`config.mk`:
```
export PLATFORM = sky130hd
export DESIGN_NAME = serial_rx_align
export DESIGN_NICKNAME = d
export VERILOG_FILES = /design/src/rtl/serial_rx_align.sv
export SDC_FILE = /design/constraint.sdc
export NUM_CORES = 1
export LEC_CHECK = 0
export ABC_AREA = 1
export CAP_MARGIN = 40
export CELL_PAD_IN_SITES_DETAIL_PLACEMENT = 0
export CELL_PAD_IN_SITES_GLOBAL_PLACEMENT = 1
export CORE_AREA = 3 3 58 60
export DETAILED_ROUTE_END_ITERATION = 12
export DIE_AREA = 0 0 61 63
export GPL_TIMING_DRIVEN = 0
export PLACE_DENSITY_LB_ADDON = 0.3
export RECOVER_POWER = 25
export SLEW_MARGIN = 0
export SYNTH_ARGS = -nofsm -noshare
export SYNTH_HDL_FRONTEND = slang
export SYNTH_SLANG_ARGS = --single-unit
```
`constraint.sdc`:
```
create_clock -name clk_8f -period 1.7 [get_ports clk_8f]
set_input_delay 0.255 -clock clk_8f [delete_from_list [all_inputs] [get_ports clk_8f]]
set_output_delay 0.255 -clock clk_8f [all_outputs]
set_load 0.02 [all_outputs]
```
`src/rtl/serial_rx_align.sv`:
```
// serial_rx_align: recovers byte alignment from a serial MSB-first bit stream.
// The block hunts for the COMMA byte at any bit offset, then confirms the
// alignment over SYNC_COUNT consecutive boundary-aligned COMMAs before it
// declares lock. Once locked, every non-COMMA byte is presented on data_out
// with a one-cycle valid_out strobe. Lock is held until reset.
module serial_rx_align #(
    parameter logic [7:0] COMMA      = 8'hBC,
    parameter int         SYNC_COUNT = 4
) (
    input  logic       clk_8f,
    input  logic       reset,
    input  logic       data_in,
    output logic [7:0] data_out,
    output logic       valid_out,
    output logic       active
);

    // bc_cnt only has to reach SYNC_COUNT, so size it for exactly that range.
    localparam int BC_W = (SYNC_COUNT < 2) ? 1 : $clog2(SYNC_COUNT + 1);
    localparam logic [BC_W-1:0] BC_LOCK = BC_W'(SYNC_COUNT);

    typedef enum logic [1:0] {
        SEARCH = 2'd0,
        SYNC   = 2'd1,
        ACTIVE = 2'd2
    } state_t;

    state_t          state_q;
    logic [7:0]      sr_q;
    logic [7:0]      sr_d;
    logic [2:0]      bit_cnt_q;
    logic [BC_W-1:0] bc_cnt_q;
    logic [BC_W-1:0] bc_inc;
    logic [7:0]      data_q;
    logic            valid_q;
    logic            active_q;
    logic            boundary;
    logic            is_comma;

    // Next shift-register value and the per-edge decodes derived from it.
    always_comb begin
        sr_d     = {sr_q[6:0], data_in};
        is_comma = (sr_d == COMMA);
        boundary = (bit_cnt_q == 3'd7);
        bc_inc   = bc_cnt_q + 1'b1;
    end

    // Alignment state machine with registered outputs.
    always_ff @(posedge clk_8f) begin
        if (!reset) begin
            state_q   <= SEARCH;
            sr_q      <= 8'h00;
            bit_cnt_q <= 3'd0;
            bc_cnt_q  <= '0;
            data_q    <= 8'h00;
            valid_q   <= 1'b0;
            active_q  <= 1'b0;
        end else begin
            sr_q    <= sr_d;
            valid_q <= 1'b0;
            case (state_q)
                SEARCH: begin
                    // Any bit offset is a candidate; the COMMA fixes the phase.
                    if (is_comma) begin
                        bit_cnt_q <= 3'd0;
                        bc_cnt_q  <= BC_W'(1);
                        if (BC_LOCK <= BC_W'(1)) begin
                            state_q  <= ACTIVE;
                            active_q <= 1'b1;
                        end else begin
                            state_q <= SYNC;
                        end
                    end
                end
                SYNC: begin
                    bit_cnt_q <= bit_cnt_q + 3'd1;
                    // Only boundary bytes count; mid-byte COMMAs are ignored.
                    if (boundary) begin
                        if (is_comma) begin
                            bc_cnt_q <= bc_inc;
                            if (bc_inc == BC_LOCK) begin
                                state_q  <= ACTIVE;
                                active_q <= 1'b1;
                            end
                        end else begin
                            state_q   <= SEARCH;
                            bc_cnt_q  <= '0;
                            bit_cnt_q <= 3'd0;
                        end
                    end
                end
                ACTIVE: begin
                    bit_cnt_q <= bit_cnt_q + 3'd1;
                    // Idle bytes leave data_out untouched and raise no strobe.
                    if (boundary && !is_comma) begin
                        data_q  <= sr_d;
                        valid_q <= 1'b1;
                    end
                end
                default: begin
                    state_q   <= SEARCH;
                    bit_cnt_q <= 3'd0;
                    bc_cnt_q  <= '0;
                    active_q  <= 1'b0;
                end
            endcase
        end
    end

    assign data_out  = data_q;
    assign valid_out = valid_q;
    assign active    = active_q;

endmodule
```
==> out/metrics.cfg <==
[critical_path]
reg2reg_to=data_out[1]
critPathCaptureType=register
path_class=register to register
ff2ff_path_depth=7
worst-path-max-fanout=9
startpoint=bit_cnt_q[0]
critPathRequiredTime_ps=1950
cp-start-kind=register
worst_ep_arrival_time_ps=1780
reg2reg_slack_ps=170
endpoint=data_out[1]
r2r-start=bit_cnt_q[0]

[hold_path]
hp-class=register to register
hold-path-cell-count=2

[route]
drc=0
vias_per_cell=4.759
dr.pass1.iters=5
wl_per_cell_um=10.12
ant_nets=0
detail_route.iter0.violations=43
wl_um=2013
vias=947

[timing]
min_period_over_period=0.9020
min_period_ps=1533
fmax_mhz=652.1
whs_ps=446.6
hold_viol=0
fin_skew_ps=5.127
drv_slew=0
slew_headroom=0.7059
setup_viol=0
setup_tns_ps=0
worst_slew_pin_slew_ps=441.2
rsz0062_at_grt=false

[floorplanning]
die_height_um=63
die_w_um=61
rows=20
num_io_pins=13
start_util=0.3786
fp.coreArea_um2=2978
die-area_um2=3843

[final_layout]
area_growth_syn_to_layout_pct=17.54
fin_util=0.4450
nets=178
antenna_cells=0
drive_gt1_frac=0.07229
instances_no_fill=199

[synthesis]
yosysWarnings=0
ys_seq_area_frac=0.4440
synth.distinct_cells=17
synthesis.nets=161
ys_seq_elements=25
syn_avg_cell_area_um2=7.516
synth_area_um2=1127
netlist_instances=150

[grt]
grt_max_degree=15
grt_pass1_wl_um=3801
antenna_found_initial=0
grt_pass1_vias=886
globalRoute.totalOverflow=0
groute.usage.overall=0.1260

[placement]
dpl.hpwl_um=1635
gp_congestion=0.8053
io_buffers=12
dp_cells=195

[power_and_ir_drop]
max-vdd-ir-drop_uv=421.3
p_leak_uw=0.0005743
p_per_area_nw_per_um2=706.3
finalPower_uw=935.9

[cts]
clk_pin_slew_ps=130
insertion_delay_ps=310
cts_made_buffers=3
cts_buffer_depth=2
cts_tree=yes
htreeDepth=1
cts_sinks=25
hold_buffers=0
root_buffer=clkbuf_4

[run_status]
status=completed

[run]
drv_cap=0

## critical path, stage by stage, from the launching register on
cell        delay [ps]
dfxtp_1            350
ha_1               230
ha_1               230
nand2_1            120
clkinvlp_4         190
nand2_4            160
nand2_1             60
a21oi_1            120
## sequential cells by signal, summed over array words and instances (netlist names)
name	count
bc_cnt_q	3
valid_out	1
active	1
sr_q	7
state_q	2
bit_cnt_q	3
data_out	8
## Yosys cell counts
| library cell | instances | area (µm²) |
|---|---|---|
| clkbuf_1 | 2 | 7.510 |
| nand2_2 | 2 | 12.51 |
| nor2_1 | 12 | 45.04 |
| nor2_4 | 1 | 11.26 |
| a21oi_1 | 17 | 85.08 |
| or2_2 | 1 | 6.260 |
| ha_1 | 8 | 100.1 |
| inv_1 | 25 | 93.84 |
| o21ai_2 | 1 | 8.760 |
| nand2_1 | 36 | 135.1 |
| dfxtp_1 | 25 | 500.5 |
| nand3_1 | 13 | 65.06 |
| o21ai_0 | 3 | 15.01 |
| a22o_1 | 1 | 8.760 |
| clkinv_1 | 1 | 3.750 |
| nand4_2 | 1 | 12.51 |
| a21oi_4 | 1 | 16.27 |
## kinds of logic (layout without fill, tap and decap cells)
kind of cell | after synthesis | count (layout) | synth area share
adder cells (fa/ha/maj) | 8 | 8 | 0.08879
buffers and inverters | 28 | 44 | 0.09323
AND/OR/NAND/NOR | 66 | 66 | 0.2553
flip-flops | 25 | 25 | 0.4440
AO/OA/AOI/OAI | 23 | 23 | 0.1188
## final cells by class
class,count,area [µm²]
sequential,25,500.5
inverter,26,101.3
clock inverter,1,5.005
fill,322,1653
buffer,2,7.507
timing repair buffer,12,120.1
tap,33,41.29
clock buffer,3,22.52
multi-input combinational,97,526.8
## what timing repair did
item | 4_1_cts | 5_1_grt
setup endpoints to repair | 0 | 8
resized for setup | 0 | 2
setup buffers | 0 | 0
## per-stage QoR
| step | cell area (µm²) | worst slack [ps] |
|---|---|---|
| 2_1_floorplan | 1127 | 321.3 |
| 3_3_place_gp | 1289 | 71.96 |
| 3_5_place_dp | 1289 | 55.90 |
| 4_1_cts | 1316 | 108.9 |
| 5_1_grt | 1325 | 2.157 |
| 6_report | 1325 | 166.5 |
## metal layers
| layer | vias up | global-route usage | share of wire |
|---|---|---|---|
| met5 | - | 0 | 0 |
| met4 | 0 | 0.04065 | 0.0075 |
| met3 | 2 | 0.01860 | 0.023 |
| met2 | 9 | 0.2086 | 0.50 |
| met1 | 435 | 0.1637 | 0.47 |
| li1 | 501 | - | - |
## worst min-delay path by stage
stage | from | end
after detailed placement | sr_q[0] | sr_q[1]
after CTS | sr_q[0] | sr_q[1]
final | sr_q[0] | sr_q[1]
after floorplan | data_in | sr_q[0]
after global placement | sr_q[0] | sr_q[1]
after global routing | sr_q[5] | sr_q[6]
## layout by cell type (no fill, tap or decap), types with 2 or more instances in the layout
master	instances
a21oi_1	17
clkbuf_1	2
clkbuf_4	3
clkdlybuf4s50_1	11
dfxtp_1	25
ha_1	8
inv_1	25
nand2_1	36
nand3_1	13
nor2_1	12
o21ai_0	3
## report_power, final
part | internal, µW | leakage [µW] | switching, µW | total [µW]
Combinational | 25.5 | 0.000354 | 47.1 | 72.6
Clock | 87.9 | 0.0000177 | 171 | 259
Sequential | 596 | 0.000202 | 8.47 | 604
(Power assumes the default switching activity.)
